[config.mk]
export PLATFORM = sky130hd
export DESIGN_NAME = display_7_segmentos
export DESIGN_NICKNAME = d
export VERILOG_FILES = /design/src/rtl/display_7_segmentos.sv
export SDC_FILE = /design/constraint.sdc
export NUM_CORES = 1
export LEC_CHECK = 0
export BUFFER_PORTS_ARGS = -buffer_cell sky130_fd_sc_hd__buf_2
export CAP_MARGIN = 0
export CORE_AREA = 2 2 39 41
export DETAILED_ROUTE_END_ITERATION = 7
export DIE_AREA = 0 0 41 43
export PLACE_DENSITY_LB_ADDON = 0.05
export SLEW_MARGIN = 10
export SYNTH_ARGS = -nofsm -noshare
export SYNTH_HDL_FRONTEND = slang
export SYNTH_SLANG_ARGS = --single-unit
export TNS_END_PERCENT = 30
[constraint.sdc]
create_clock -name clk -period 3.3 [get_ports clk]
set_input_delay 0.825 -clock clk [delete_from_list [all_inputs] [get_ports clk]]
set_output_delay 0.825 -clock clk [all_outputs]
set_load 0.02 [all_outputs]
[src/rtl/display_7_segmentos.sv]
// Purpose: registered 4-bit binary to seven-segment decoder (a..g), hex or dash above 9.
// Latency: 1 cycle from bin to decimal; one new digit accepted every cycle.
// Backpressure: none; the output simply follows the sampled input each edge.
module display_7_segmentos #(
   parameter bit ACTIVE_LOW = 1'b1,
   parameter bit HEX_MODE   = 1'b0
) (
   input  logic       clk,
   input  logic       rst,
   input  logic [3:0] bin,
   output logic [0:6] decimal
);

   // Index 0 is segment a and index 6 is segment g, so the literal patterns below read a..g left to right.
   localparam logic [0:6] SEG_DASH = 7'b0000001;
   localparam logic [0:6] SEG_OFF  = ACTIVE_LOW ? 7'b1111111 : 7'b0000000;

   logic [0:6] glyph;
   logic [0:6] drive;

   // Logical glyph lookup (1 = lit), independent of board polarity.
   always_comb begin
      glyph = SEG_DASH;
      case (bin)
         4'd0:  glyph = 7'b1111110;
         4'd1:  glyph = 7'b0110000;
         4'd2:  glyph = 7'b1101101;
         4'd3:  glyph = 7'b1111001;
         4'd4:  glyph = 7'b0110011;
         4'd5:  glyph = 7'b1011011;
         4'd6:  glyph = 7'b1011111;
         4'd7:  glyph = 7'b1110000;
         4'd8:  glyph = 7'b1111111;
         4'd9:  glyph = 7'b1111011;
         4'd10: glyph = HEX_MODE ? 7'b1110111 : SEG_DASH;
         4'd11: glyph = HEX_MODE ? 7'b0011111 : SEG_DASH;
         4'd12: glyph = HEX_MODE ? 7'b1001110 : SEG_DASH;
         4'd13: glyph = HEX_MODE ? 7'b0111101 : SEG_DASH;
         4'd14: glyph = HEX_MODE ? 7'b1001111 : SEG_DASH;
         4'd15: glyph = HEX_MODE ? 7'b1000111 : SEG_DASH;
         default: glyph = SEG_DASH;
      endcase
   end

   // Map logical segments onto pin polarity (common-anode pins sink current to light).
   always_comb begin
      drive = ACTIVE_LOW ? ~glyph : glyph;
   end

   // Output register keeps the pins glitch-free; reset blanks the digit whatever bin holds.
   always_ff @(posedge clk) begin
      if (rst) begin
         decimal <= SEG_OFF;
      end else begin
         decimal <= drive;
      end
   end

endmodule

==> metrics.md <==
| Metric | Value |
|---|---|
| Status | complete, no violations |
| Syn Area/Cell | about 9.4 µm² |
| CTS tree | yes |
| Fin nets | 66 |
| Post-place instance area | 438 µm² |
| Layout cells sized above 1 | 0.315 |
| Ranking of synthesized cells by area | dfxtp_1 (37%), ha_1 (17%), nor2_1 (5.0%) |
| Main combinational cell family by area after synthesis | simple AND/OR/NAND/NOR gates |
| Largest net degree at the start of global routing | 12 |
| Worst hold path class | input port to flop |
| Synth Area in Adders | 0.167 |
| Vias/cell | between 4 and 5 |
| PwrDens | between 400 and 500 nW/µm² |
| CP max FO | 6 |
| Synth Register Bits | 7 |
| Post-route cell area | around 460 µm² |
| Core area | ~1400 µm² |
| TritonCTS Buffers | 3 |
| Routed len/inst | just over 10 µm |
| Post-synth EDFFs | 0 |
| Crit. End Element | flop |
| Netlist cell types | 18 |
| Most used flip-flop cell after synthesis | dfxtp_1 |
| Final WS setup | 1.67 ns |
| Die Y | 43 µm |
| Critical path launch point type | input port |
| Area leader, netlist | dfxtp_1 |
| Register area share after synthesis | 0.375 |
| Row Count | 14 |
| Post-Syn Nets | just over 50 |
| Mapped cell area | 374 µm² |
| Cts repair resizes | 0 |
| Biggest register | decimal |
| Clock transition at path regs | roughly 0.050 ns |
| Most common cell in the synthesized netlist | dfxtp_1 |
| Mux contribution to synthesized area | 0 |
| Simple-Gate Fraction of Synth Area | 0.194 |
| CP Class | input port to flop |
| Initial Util | 0.270 |
| Max_cap viols | 0 |
| Vias | 316 |
| I/O Pins | 13 |
| Cells after Synth | 40 |
| Syn. warnings | 0 |
| Compound-Gate Fraction of Synth Area | 0.181 |
| Rel. slew slack | 0.836 |
| First-pass DRT Iterations | 1 |
| DRT Wirelength | ~700 µm |
| GRT overflow | 0 |
| Tcrit/Tclk final | 0.495 |
| Comb pwr share | 0.190 |
| Dpl hpwl | 602 µm |
| Max Fclk | 0.612 GHz |
| Hold Crit Start | rst |
| Post-CTS setup buffer count | 0 |
| Slew @ Worst Pin | 0.242 ns |
| Clock power frac | 0.356 |
| Worst Hold Depth | 2 |
| Initial DRC count | 0 |
| Hold Violations, Final | 0 |
| Top Registers | decimal x7 |
| Reg power frac | 0.454 |
| Clock sinks | 7 |
| Area share of the largest cell type after synthesis | 0.375 |
| Number of flip-flops in the largest register | 7 |
| Worst-case clock buffer depth | 2 |
| DRC | 0 |
| Net Switching | 51.2 µW |
| Initial antenna violation count | 0 |
| Post-route ant nets | 0 |
| Power Internal | 151 µW |
| Vias in the first global route | 291 |
| Commonest cells in the synthesized netlist | dfxtp_1 (7), ha_1 (5), nor2_1 (5) |
| Setup TNS | 0 ns |
| P_leak | 0.000213 µW |
| Hold slack final | 0.879 ns |
| Die X | 41 µm |
| Post-synthesis xor/xnor area fraction | 0 |
| CP required | 3.42 ns |
| P&R area growth vs syn | 24.1% |
| WP data arrival | 1.75 ns |
| RSZ-0062 raised after global routing | no |
| IO buf count | 12 |
| Worst-case vdd ir drop | 0.0847 mV |
| Antenna diode count | 0 |
| Hold Buf Count CTS | 0 |
| H-tree levels | 1 |
| Final Max Tran Viols | 0 |
| First-pass GRT wire length | 1100 µm |
| Hold Path End | decimal[4] |
| Asr flop ratio synth | 0 |
| Die area | 1760 µm² |
| Dpl ws | roughly 1.4 ns |
| Sw frac | 0.253 |
| Finish-stage setup viols | 0 |
| Routability cong. | 0.720 |
| Period minus WS final | 1.63 ns |
| CTS Root Buffer Type | clkbuf_4 |
| Gr usage total | 0.0945 |
## how the worst max path moves through the flow
stage,startpoint,endpoint,cells after the start
2_1_floorplan,bin[1],decimal[0],5
3_3_place_gp,bin[1],decimal[0],6
3_5_place_dp,bin[1],decimal[0],6
4_1_cts,bin[1],decimal[0],6
5_1_grt,bin[1],decimal[0],6
6_report,bin[1],decimal[0],6
## layout by cell type, fill, tap and decap left out, drive strengths merged
cell type / n
buf: 12
dfxtp: 7
nor2: 5
ha: 5
inv: 4
clkbuf: 4
o21ai: 2
a21oi: 2
o21bai: 2
o22ai: 2
nand2b: 2
or2b: 1
o21a: 1
nor2b: 1
and4bb: 1
or2: 1
a211oi: 1
nor4b: 1
## cell families after synthesis
group | after synthesis
AND/OR/NAND/NOR | 12
flip-flops | 7
buffers and inverters | 6
adder cells (fa/ha/maj) | 5
AO/OA/AOI/OAI | 10
## metrics by stage
stage,utilization,total power [µW],std cells
2_1_floorplan,-,120,40
3_3_place_gp,0.316,131,66
3_5_place_dp,0.316,133,66
4_1_cts,0.335,208,70
5_1_grt,0.335,215,70
6_report,0.335,203,70
## layout make-up
type | instances | area (µm²)
fillers | 148 | 920
multi-input cells | 27 | 203
flip-flops and latches | 7 | 140
repair buffers | 12 | 60.1
clock buffers | 4 | 26.3
well taps | 16 | 20.0
inverters | 4 | 15.0
## worst max-delay path, cell delays in order
cell and delay (ns):
buf_2 0.13, inv_1 0.08, ha_1 0.17, or2_1 0.21, a211oi_2 0.26, nor2_1 0.08
## layer usage
| metal | share of wire | up-vias | track usage |
|---|---|---|---|
| met5 | 0 | - | 0 |
| met4 | 0 | 0 | 0.0933 |
| met3 | 0.086 | 0 | 0.0209 |
| met2 | 0.51 | 11 | 0.153 |
| met1 | 0.41 | 144 | 0.0871 |
| li1 | - | 161 | - |
## power by group through the flow
stage | sequential [µW] | clock (µW) | combinational (µW)
final | 91.9 | 72.1 | 38.5
after global routing | 92.3 | 78.9 | 43.4
after CTS | 92.0 | 76.5 | 39.0
after detailed placement | 93.7 | 0 | 38.9
after global placement | 93.3 | 0 | 38.0
after floorplan | 102 | 0 | 18.1
No activity file was read; power rests on OpenSTA's default activity.
